## src/rtl/apb_burst_accumulator_pkg.sv

```systemverilog
// Shared types and elaboration helpers for the APB burst accumulator.
// Holds the FSM state encoding and the parameter checks.
package apb_burst_acc_pkg;

   typedef enum logic [1:0] {
      IDLE   = 2'd0,
      SETUP  = 2'd1,
      ACCESS = 2'd2
   } state_t;

   // A burst needs at least one beat, and the sum must hold one full data word.
   function automatic bit params_ok(input int burstLen, input int dataW, input int sumW);
      return (burstLen >= 1) && (sumW >= dataW);
   endfunction

   function automatic int beat_width(input int burstLen);
      return $clog2(burstLen + 1);
   endfunction

endpackage

```

## src/rtl/apb_burst_accumulator_if.sv

```systemverilog
// APB bus bundle between the burst accumulator (master) and an APB slave.
interface apb_burst_accumulator_if #(
   parameter int ADDR_W = 8,
   parameter int DATA_W = 32
);
   logic              psel;
   logic              penable;
   logic              pwrite;
   logic [ADDR_W-1:0] paddr;
   logic [DATA_W-1:0] pwdata;
   logic [DATA_W-1:0] prdata;
   logic              pready;
   logic              pslverr;

   modport master (
      output psel, penable, pwrite, paddr, pwdata,
      input  prdata, pready, pslverr
   );

   modport slave (
      input  psel, penable, pwrite, paddr, pwdata,
      output prdata, pready, pslverr
   );
endinterface

```

## src/rtl/apb_burst_accumulator.sv

```systemverilog
// APB read master: fetches BURST_LEN consecutive words and returns their sum,
// aborting with err_o on pslverr and chaining bursts back-to-back on start_i.
module apb_burst_accumulator
   import apb_burst_acc_pkg::*;
#(
   parameter int DATA_W    = 32,
   parameter int ADDR_W    = 8,
   parameter int BURST_LEN = 4,
   parameter int ADDR_STEP = 1,
   parameter int SUM_W     = DATA_W + 2
) (
   input  logic                     pclk_i,
   input  logic                     presetn_i,
   input  logic                     start_i,
   input  logic                     cont_i,
   input  logic [ADDR_W-1:0]        base_addr_i,
   apb_burst_accumulator_if.master  apb,
   output logic [SUM_W-1:0]         sum_o,
   output logic                     valid_o,
   output logic                     err_o,
   output logic                     busy_o
);

   if (!params_ok(BURST_LEN, DATA_W, SUM_W)) begin : g_bad_params
      $error("apb_burst_accumulator: BURST_LEN must be >= 1 and SUM_W >= DATA_W");
   end

   localparam int                BEAT_W    = beat_width(BURST_LEN);
   localparam logic [ADDR_W-1:0] STEP      = ADDR_W'(ADDR_STEP);
   localparam logic [BEAT_W-1:0] LAST_BEAT = BEAT_W'(BURST_LEN - 1);

   state_t              state_q, state_d;
   logic [ADDR_W-1:0]   paddr_q, paddr_d;
   logic [ADDR_W-1:0]   lastAddr_q, lastAddr_d;
   logic [SUM_W-1:0]    acc_q, acc_d;
   logic [SUM_W-1:0]    sum_q, sum_d;
   logic [SUM_W-1:0]    accNext;
   logic [BEAT_W-1:0]   beat_q, beat_d;
   logic                valid_q, valid_d;
   logic                err_q, err_d;

   assign accNext = acc_q + SUM_W'(apb.prdata);

   // Next-state logic; on the final beat the restart address is based on
   // paddr_q because lastAddr_q is only being written on this same edge.
   always_comb begin
      state_d    = state_q;
      paddr_d    = paddr_q;
      lastAddr_d = lastAddr_q;
      acc_d      = acc_q;
      sum_d      = sum_q;
      beat_d     = beat_q;
      valid_d    = 1'b0;
      err_d      = err_q;

      unique case (state_q)
         IDLE: begin
            if (start_i) begin
               state_d = SETUP;
               paddr_d = cont_i ? lastAddr_q + STEP : base_addr_i;
               acc_d   = '0;
               beat_d  = '0;
            end
         end

         SETUP: begin
            state_d = ACCESS;
         end

         ACCESS: begin
            if (apb.pready) begin
               if (apb.pslverr) begin
                  state_d    = IDLE;
                  sum_d      = acc_q;
                  err_d      = 1'b1;
                  valid_d    = 1'b1;
                  lastAddr_d = paddr_q;
               end else if (beat_q == LAST_BEAT) begin
                  sum_d      = accNext;
                  err_d      = 1'b0;
                  valid_d    = 1'b1;
                  lastAddr_d = paddr_q;
                  acc_d      = accNext;
                  if (start_i) begin
                     state_d = SETUP;
                     paddr_d = cont_i ? paddr_q + STEP : base_addr_i;
                     acc_d   = '0;
                     beat_d  = '0;
                  end else begin
                     state_d = IDLE;
                  end
               end else begin
                  state_d = SETUP;
                  paddr_d = paddr_q + STEP;
                  acc_d   = accNext;
                  beat_d  = beat_q + 1'b1;
               end
            end
         end

         default: begin
            state_d = IDLE;
         end
      endcase
   end

   always_ff @(posedge pclk_i or negedge presetn_i) begin
      if (!presetn_i) begin
         state_q    <= IDLE;
         paddr_q    <= '0;
         lastAddr_q <= '0;
         acc_q      <= '0;
         sum_q      <= '0;
         beat_q     <= '0;
         valid_q    <= 1'b0;
         err_q      <= 1'b0;
      end else begin
         state_q    <= state_d;
         paddr_q    <= paddr_d;
         lastAddr_q <= lastAddr_d;
         acc_q      <= acc_d;
         sum_q      <= sum_d;
         beat_q     <= beat_d;
         valid_q    <= valid_d;
         err_q      <= err_d;
      end
   end

   // APB controls decode straight from the state register so reset drops them at once.
   assign apb.psel    = (state_q != IDLE);
   assign apb.penable = (state_q == ACCESS);
   assign apb.pwrite  = 1'b0;
   assign apb.paddr   = paddr_q;
   assign apb.pwdata  = '0;

   assign sum_o   = sum_q;
   assign valid_o = valid_q;
   assign err_o   = err_q;
   assign busy_o  = (state_q != IDLE);

endmodule

```

## src/flat_wrapper.sv

```systemverilog
// flat-port wrapper written by rule: the top's interface ports become plain ports
module apb_burst_accumulator_flat import apb_burst_acc_pkg::*;
#(
   parameter int DATA_W    = 32,
   parameter int ADDR_W    = 8,
   parameter int BURST_LEN = 4,
   parameter int ADDR_STEP = 1,
   parameter int SUM_W     = DATA_W + 2
)
  (pclk_i, presetn_i, start_i, cont_i, base_addr_i, sum_o, valid_o, err_o, busy_o, apb_psel, apb_penable, apb_pwrite, apb_paddr, apb_pwdata, apb_prdata, apb_pready, apb_pslverr);
  apb_burst_accumulator_if #(.ADDR_W(ADDR_W), .DATA_W(DATA_W)) apb_i ();
  input  logic pclk_i;
  input  logic presetn_i;
  input  logic start_i;
  input  logic cont_i;
  input  logic [ADDR_W-1:0] base_addr_i;
  output logic [SUM_W-1:0] sum_o;
  output logic valid_o;
  output logic err_o;
  output logic busy_o;
  output wire logic [$bits(apb_i.psel)-1:0] apb_psel;
  output wire logic [$bits(apb_i.penable)-1:0] apb_penable;
  output wire logic [$bits(apb_i.pwrite)-1:0] apb_pwrite;
  output wire logic [$bits(apb_i.paddr)-1:0] apb_paddr;
  output wire logic [$bits(apb_i.pwdata)-1:0] apb_pwdata;
  input wire logic [$bits(apb_i.prdata)-1:0] apb_prdata;
  input wire logic [$bits(apb_i.pready)-1:0] apb_pready;
  input wire logic [$bits(apb_i.pslverr)-1:0] apb_pslverr;
  assign apb_psel = apb_i.psel;
  assign apb_penable = apb_i.penable;
  assign apb_pwrite = apb_i.pwrite;
  assign apb_paddr = apb_i.paddr;
  assign apb_pwdata = apb_i.pwdata;
  assign apb_i.prdata = apb_prdata;
  assign apb_i.pready = apb_pready;
  assign apb_i.pslverr = apb_pslverr;
  apb_burst_accumulator #(.DATA_W(DATA_W), .ADDR_W(ADDR_W), .BURST_LEN(BURST_LEN), .ADDR_STEP(ADDR_STEP), .SUM_W(SUM_W)) u_core (.pclk_i(pclk_i), .presetn_i(presetn_i), .start_i(start_i), .cont_i(cont_i), .base_addr_i(base_addr_i), .apb(apb_i), .sum_o(sum_o), .valid_o(valid_o), .err_o(err_o), .busy_o(busy_o));
endmodule
```

## config.mk

```make
export PLATFORM = sky130hd
export DESIGN_NAME = apb_burst_accumulator_flat
export DESIGN_NICKNAME = d
export VERILOG_FILES = /design/src/rtl/apb_burst_accumulator_pkg.sv /design/src/rtl/apb_burst_accumulator_if.sv /design/src/rtl/apb_burst_accumulator.sv /design/src/flat_wrapper.sv
export SDC_FILE = /design/constraint.sdc
export NUM_CORES = 1
export LEC_CHECK = 0
export CAP_MARGIN = 10
export CORE_UTILIZATION = 40
export DETAILED_ROUTE_END_ITERATION = 10
export GPL_ROUTABILITY_DRIVEN = 0
export PLACE_DENSITY = 0.67
export SKIP_LAST_GASP = 1
export SYNTH_ARGS = -nofsm -noshare
export SYNTH_HDL_FRONTEND = slang
export SYNTH_SLANG_ARGS = --single-unit
```

## constraint.sdc

```tcl
create_clock -name pclk_i -period 2.7 [get_ports pclk_i]
set_input_delay 0.54 -clock pclk_i [delete_from_list [all_inputs] [get_ports pclk_i]]
set_output_delay 0.54 -clock pclk_i [all_outputs]
set_load 0.05 [all_outputs]
```

==> results of run 1 <==
## where the power goes
part	leakage, nW	switching (mW)	total (mW)	internal (mW)
clock	0.133	0.596	1.24	0.639
combinational	2.64	3.72	6.48	2.75
sequential	1.18	0.565	2.51	1.94
## logic make-up after synthesis
| kind of cell | count (synthesis) | share of synthesized area |
|---|---|---|
| AOI/OAI and AO/OA | 213 | 0.250 |
| xor gates and xnor gates | 40 | 0.0588 |
| adders and majority gates | 36 | 0.0769 |
| buffers and inverters | 72 | 0.0693 |
| DFF | 91 | 0.382 |
| other | 1 | 0.000630 |
| and+or+nand+nor | 204 | 0.162 |
## area by class of cell
type,count,area share
well taps,184,0.0276
clock buffers,9,0.0270
multi-input cells,526,0.452
flip-flops and latches,91,0.273
clock inverters,7,0.00706
repair buffers,194,0.208
inverters,10,0.00451
## cells in the mapped netlist (all sizes together) (2+ instances only)
library cell,instances,area (sq um)
and3,8,50.1
buf,42,299
nand2b,7,43.8
nor2,44,170
nand3b,2,27.5
xor2,20,175
nor3,10,50.1
xnor2,20,175
a22oi,11,82.6
nand4,6,52.6
a2111oi,2,36.3
dfrtp,91,2280
o221ai,4,35.0
a221oi,2,23.8
o22ai,13,81.3
inv,10,37.5
o211ai,6,45.0
a211oi,3,22.5
nand2,95,357
ha,35,438
a311oi,2,17.5
o21a,3,22.5
and4,2,20.0
o31ai,2,20.0
a31oi,6,52.6
a21boi,2,15.0
clkbuf,20,76.3
a22o,27,236
and2,2,12.5
o21ai,51,259
o21bai,4,30.0
a21o,26,203
nor2b,6,37.5
or2,4,25.0
nand3,15,80.1
a21oi,42,225
## metrics by stage
step	power, mW	setup slack [ns]
after detailed placement	8.43	-0.657
after floorplan	6.37	0.000515
after CTS	9.81	-0.0245
after global routing	10.9	-0.0254
final	10.2	0.0714
after global placement	8.28	-0.599
## worst register-to-register path: cells and delay by family, from the launching register on
family | cells | cell delay (ns)
buffers and inverters | 3 | 0.41
adder cells (fa/ha/maj) | 1 | 0.26
flip-flops | 1 | 0.42
AO/OA/AOI/OAI | 6 | 1.15
AND/OR/NAND/NOR | 2 | 0.25
## sequential cells by signal (all words and copies together) (netlist names)
name               flops
u_core.lastAddr_q      8
u_core.state_q         2
u_core.valid_o         1
u_core.beat_q          3
u_core.err_o           1
u_core.sum_o          34
u_core.acc_q          34
u_core.apb.paddr       8
## final timing paths
path	slack, ns	from	endpoint
hold / removal	0.15	presetn_i	u_core.acc_q[8]
max in group asynchronous	1.88	presetn_i	u_core.sum_o[26]
setup / recovery	0.07	apb_prdata[5]	u_core.sum_o[27]
min in group pclk_i	0.48	u_core.err_o	u_core.err_o
setup reg to reg	0.10	u_core.acc_q[10]	u_core.sum_o[32]
hold reg to reg	0.48	u_core.err_o	u_core.err_o
## metal layers
| layer | wire [um] | vias to the layer above |
|---|---|---|
| met5 | 0 | - |
| met4 | 326 | 0 |
| met3 | 877 | 27 |
| met2 | 8500 | 177 |
| met1 | 7190 | 2753 |
| li1 | - | 2643 |
## repair_timing
action,4_1_cts,5_1_grt
hold buffers,0,0
endpoints found under the setup margin,35,30
gates resized for setup,17,67
pin swaps,14,41
buffers inserted,4,11
==> flow_metrics.py, run 1 <==
metrics = {
    "timing": {
        "timing.clock.skew_ns": 0.0111,
        "setup_viol": 0,
        "least_margin_pin_slew_ns": 0.567,
        "setup-tns-final_ns": 0,
        "final-hold-violation-count": 0,
        "final-max-slew-violation-count": 0,
        "finalCriticalPeriod_ns": 2.63,
        "rsz0062_at_grt": "yes",
        "whs_ns": 0.152,
        "timing.final.crit_share": 0.974,
        "fmax_mhz": 380,
        "max-slew-margin-rel": 0.621,
    },
    "cts": {
        "cts_bufs_inserted": 9,
        "cts_tree": "built",
        "clk_transition_reported_paths_ns": 0.07,
        "clkSinkCount": 91,
        "htree_num_levels": 3,
        "clk-insertion-delay-late_ns": 0.36,
        "ctsLongestPathBuffers": 2,
        "clockRootBuffer": "clkbuf_16",
    },
    "job": {
        "drv_cap": 0,
    },
    "pwr": {
        "total_leakage_power_nw": 3.96,
        "cellPowerDensity_nw_per_um2": 1230,
        "vdd_drop_max_uv": 547,
    },
    "floorplanning": {
        "die-width_um": 124,
        "core_area_sq_um": 14500,
        "design.die.area_sq_um": 15400,
        "dieHeight_um": 124,
        "floorplan.initialDensity": 0.410,
        "placement_rows": 44,
        "boundaryPins": 126,
    },
    "worst_setup_path": {
        "critical_path.most_common_cell": "a21o_1",
        "crit_buf_inv": 2,
        "crit_fanout": 5,
        "timing.critical_path.arrival_ns": 2.88,
        "worst_setup_path_start_kind": "input port",
        "critical_setup_path_class": "in2reg",
        "critical_path_cell_count": 12,
        "r2r_cells": 12,
        "timing.critical_path.required_ns": 2.95,
        "critPathSlowestCell": "clkdlybuf4s50_1",
        "critPathMaxStageDelay_ns": 0.47,
        "cpLargestDelayFamily": "compound AO/OA/AOI/OAI gates",
        "critPathCaptureType": "flip-flop",
        "path_cells": "clkdlybuf4s50_1, ha_4, a21oi_4, o21ai_4, a2111oi_4, a21oi_2, a21o_1, buf_4, nor2_4, o21bai_1, xor2_1, a21o_1",
    },
    "placement": {
        "placed_cells": 991,
        "place.port_buffers": 92,
        "place.detailed.hpwl_um": 11900,
        "cell_area_after_placement_sq_um": 7520,
    },
    "yosys": {
        "synth-seq-area-share": 0.382,
        "synthArstFlopShare": 1.00,
        "mappedNetlistArea_sq_um": 5960,
        "synth_area_per_cell_sq_um": 9.07,
        "synth_warnings": 0,
        "synth_top_flop_cell": "dfrtp_1",
        "post_synth_inst_count": 657,
        "synthDistinctLibCells": 67,
        "synth_enable_flop_cells": 0,
        "yosys_register_bits": 91,
    },
    "route": {
        "drt_wl_total_um": 16900,
        "viasPerCell": 5.48,
        "detail-route-antenna-nets": 0,
        "vias": 5600,
        "drt-initial-drc-count": 366,
        "detail_route.wl_per_cell_um": 16.5,
        "drcViolationCount": 0,
        "dr.pass1.iters": 5,
    },
    "final_layout": {
        "final.fill_count": 1243,
        "stdcell_area_sq_um": 8330,
        "mostFrequentLayoutCell": "buf_4",
        "final_nets": 914,
        "multi_input_gate_area_sq_um": 3770,
        "drive_above_1_share": 0.232,
        "final_util": 0.573,
        "regArea_sq_um": 2280,
        "most-common-layout-cells": "buf_4 (102), nand2_1 (94), dfrtp_1 (91), clkdlybuf4s50_1 (73), nor2_1 (42)",
        "post_layout_nonfiller_instances": 1021,
        "area.growth.synth_to_final_pct": 39.8,
        "antenna_cells_inserted": 0,
    },
    "global_routing": {
        "grt_most_used_layer": "met2",
        "global_route.usage.met1": 0.279,
        "grt_use_total": 0.224,
        "first_global_vias": 5572,
        "global_route.overflow_total": 0,
        "global_route_wire_length_before_repair_um": 26600,
        "globalRouteMet3Util": 0.0449,
        "antenna_found_initial": 0,
        "globalRouteMet2Util": 0.388,
        "pin_count_of_the_biggest_net_entering_global_routing": 56,
    },
    "min_path": {
        "hold_path.class": "in2async",
    },
    "run_status": {
        "run_status": "finished, final reports clean",
    },
}
No activity file was read; power rests on OpenSTA's default activity.
==> run 2: changes to the inputs <==
CORE_MARGIN = 3   (was default)
==> run 2 against run 1 <==
Net effect:
- die area grew 6.6%
- sequential power about the same
- maximum frequency down 1.3%
- non-clock buffer count shrank 4
- sequential share of layout area up 0.15 points
- via count increased by 0.48%
- critical path type is now reg2reg
- largest cell class unchanged
==> flow_metrics.py, run 2 (synthesis results as in run 1) <==
metrics = {
    "timing": {
        "max-slew-margin-rel": 0.642,
        "final-hold-violation-count": 0,
        "timing.final.crit_share": 0.986,
        "rsz0062_at_grt": "yes",
        "fmax_mhz": 376,
        "final-max-slew-violation-count": 0,
        "finalCriticalPeriod_ns": 2.66,
        "post-route-worst-setup-slack_ns": 0.0376,
        "timing.clock.skew_ns": 0.00842,
        "whs_ns": 0.151,
        "setup_viol": 0,
        "least_margin_pin_slew_ns": 0.536,
        "setup-tns-final_ns": 0,
    },
    "final_layout": {
        "regArea_sq_um": 2280,
        "area.growth.synth_to_final_pct": 39.1,
        "final_nets": 910,
        "multi_input_gate_area_sq_um": 3710,
        "drive_above_1_share": 0.221,
        "mostFrequentLayoutCell": "buf_4",
        "post_layout_nonfiller_instances": 1013,
        "most-common-layout-cells": "buf_4 (97), nand2_1 (95), dfrtp_1 (91), clkdlybuf4s50_1 (76)",
        "stdcell_area_sq_um": 8280,
        "final.fill_count": 1208,
        "antenna_cells_inserted": 0,
        "final_util": 0.583,
    },
    "worst_setup_path": {
        "critical_path.reg2reg.startpoint": "u_core.acc_q[0]",
        "worst_setup_path_start_kind": "flip-flop",
        "critical_setup_path_class": "reg2reg",
        "timing.critical_path.required_ns": 3.00,
        "crit_fanout": 3,
        "rrSetupSlack_ns": 0.04,
        "r2r-end": "u_core.sum_o[8]",
        "timing.critical_path.arrival_ns": 2.96,
        "critPathCaptureType": "flip-flop",
        "startpoint": "u_core.acc_q[0]",
        "critical_path.endpoint": "u_core.sum_o[8]",
        "r2r_cells": 17,
    },
    "cts": {
        "cts_tree": "built",
        "clk_transition_reported_paths_ns": 0.07,
        "clockRootBuffer": "clkbuf_16",
        "cts_bufs_inserted": 9,
        "clkSinkCount": 91,
        "cts-hold-fix-buffers": 0,
        "htree_num_levels": 3,
        "ctsLongestPathBuffers": 2,
        "clk-insertion-delay-late_ns": 0.36,
    },
    "floorplanning": {
        "placement_rows": 43,
        "core_area_sq_um": 14200,
        "die-width_um": 128,
        "boundaryPins": 126,
        "dieHeight_um": 128,
        "design.die.area_sq_um": 16400,
        "floorplan.initialDensity": 0.419,
    },
    "pwr": {
        "power.total_mw": 10.4,
        "internal-power_mw": 5.49,
        "clock_network_fraction_of_total_power": 0.138,
        "cellPowerDensity_nw_per_um2": 1250,
        "combPwrFrac": 0.619,
        "power_switching_mw": 4.89,
        "share_seq_of_total_power": 0.243,
        "netSwitchingFraction": 0.471,
        "vdd_drop_max_uv": 657,
        "total_leakage_power_nw": 3.93,
    },
    "placement": {
        "placed_cells": 987,
        "post-place-ws_ns": -0.636,
        "place.detailed.hpwl_um": 12200,
        "cell_area_after_placement_sq_um": 7520,
        "place.port_buffers": 92,
    },
    "global_routing": {
        "grt_use_total": 0.210,
        "global_route.overflow_total": 0,
        "pin_count_of_the_biggest_net_entering_global_routing": 55,
        "antenna_found_initial": 0,
        "first_global_vias": 5708,
        "global_route_wire_length_before_repair_um": 27800,
    },
    "run_status": {
        "run_status": "finished, final reports clean",
    },
    "route": {
        "detail-route-antenna-nets": 0,
        "drcViolationCount": 0,
        "detail_route.wl_per_cell_um": 17.1,
        "dr.pass1.iters": 5,
        "viasPerCell": 5.55,
        "drt-initial-drc-count": 359,
        "drt_wl_total_um": 17300,
        "vias": 5627,
    },
    "job": {
        "drv_cap": 0,
    },
    "min_path": {
        "hold_path.class": "in2async",
    },
}
## run 2: cell count changes in the layout (fill, tap and decap cells not counted), sizes merged
| cell | before | now |
|---|---|---|
| clkdlybuf4s50 | 73 | 76 |
| clkdlybuf4s15 | 1 | 0 |
| bufinv | 0 | 2 |
| buf | 104 | 100 |
| dlygate4sd2 | 1 | 2 |
| clkinvlp | 2 | 1 |
| inv | 14 | 13 |
| dlymetal6s2s | 15 | 12 |
## run 2: worst min path at each step
stage	start	endpoint	slack (ns)	cells past startpoint
after floorplan	presetn_i	u_core.acc_q[0]	0.24	0
after global placement	u_core.err_o	u_core.err_o	0.47	2
after detailed placement	u_core.err_o	u_core.err_o	0.48	2
after CTS	presetn_i	u_core.acc_q[7]	0.16	1
after global routing	presetn_i	u_core.acc_q[8]	0.18	1
final	presetn_i	u_core.acc_q[10]	0.15	1
## run 2: power by group through the flow
stage,clock (mW),sequential (mW),combinational (mW)
after floorplan,0,3.36,3.01
after global routing,1.50,2.60,6.95
after detailed placement,0,2.49,5.95
after CTS,1.46,2.48,6.10
after global placement,0,2.46,5.83
final,1.43,2.52,6.43
## run 2: critical path: stages, from the launching register on
cell and delay [ns]:
dfrtp_1 0.40, ha_2 0.22, inv_2 0.05, fa_2 0.34, nor2b_2 0.13, o21ai_2 0.09
buf_4 0.14, a21oi_1 0.18, nor2_2 0.07, buf_4 0.13, buf_4 0.12, buf_4 0.12
buf_4 0.13, nor2_1 0.10, nor3_1 0.06, nor2_1 0.15, o22ai_1 0.09, nor2_1 0.09
## run 2: layout make-up
cell class / count / area share
inverters: 10 / 0.00453
clock buffers: 9 / 0.0272
multi-input cells: 526 / 0.448
clock inverters: 7 / 0.0130
well taps: 180 / 0.0272
repair buffers: 190 / 0.205
flip-flops and latches: 91 / 0.275
## run 2: layer usage
metal  vias up  wire length, um  track usage  share of wire
met4         0              299       0.0649          0.017
met2       191             8490        0.351           0.49
met1      2765             7600        0.274           0.44
met3        24              927       0.0417          0.054
li1       2647                -            -              -
met5         -                0            0              0
## run 2: repair_timing
item,4_1_cts,5_1_grt
cloned,0,0
setup buffers,5,5
resized for setup,21,54
pin swaps,14,36
setup endpoints to repair,35,34
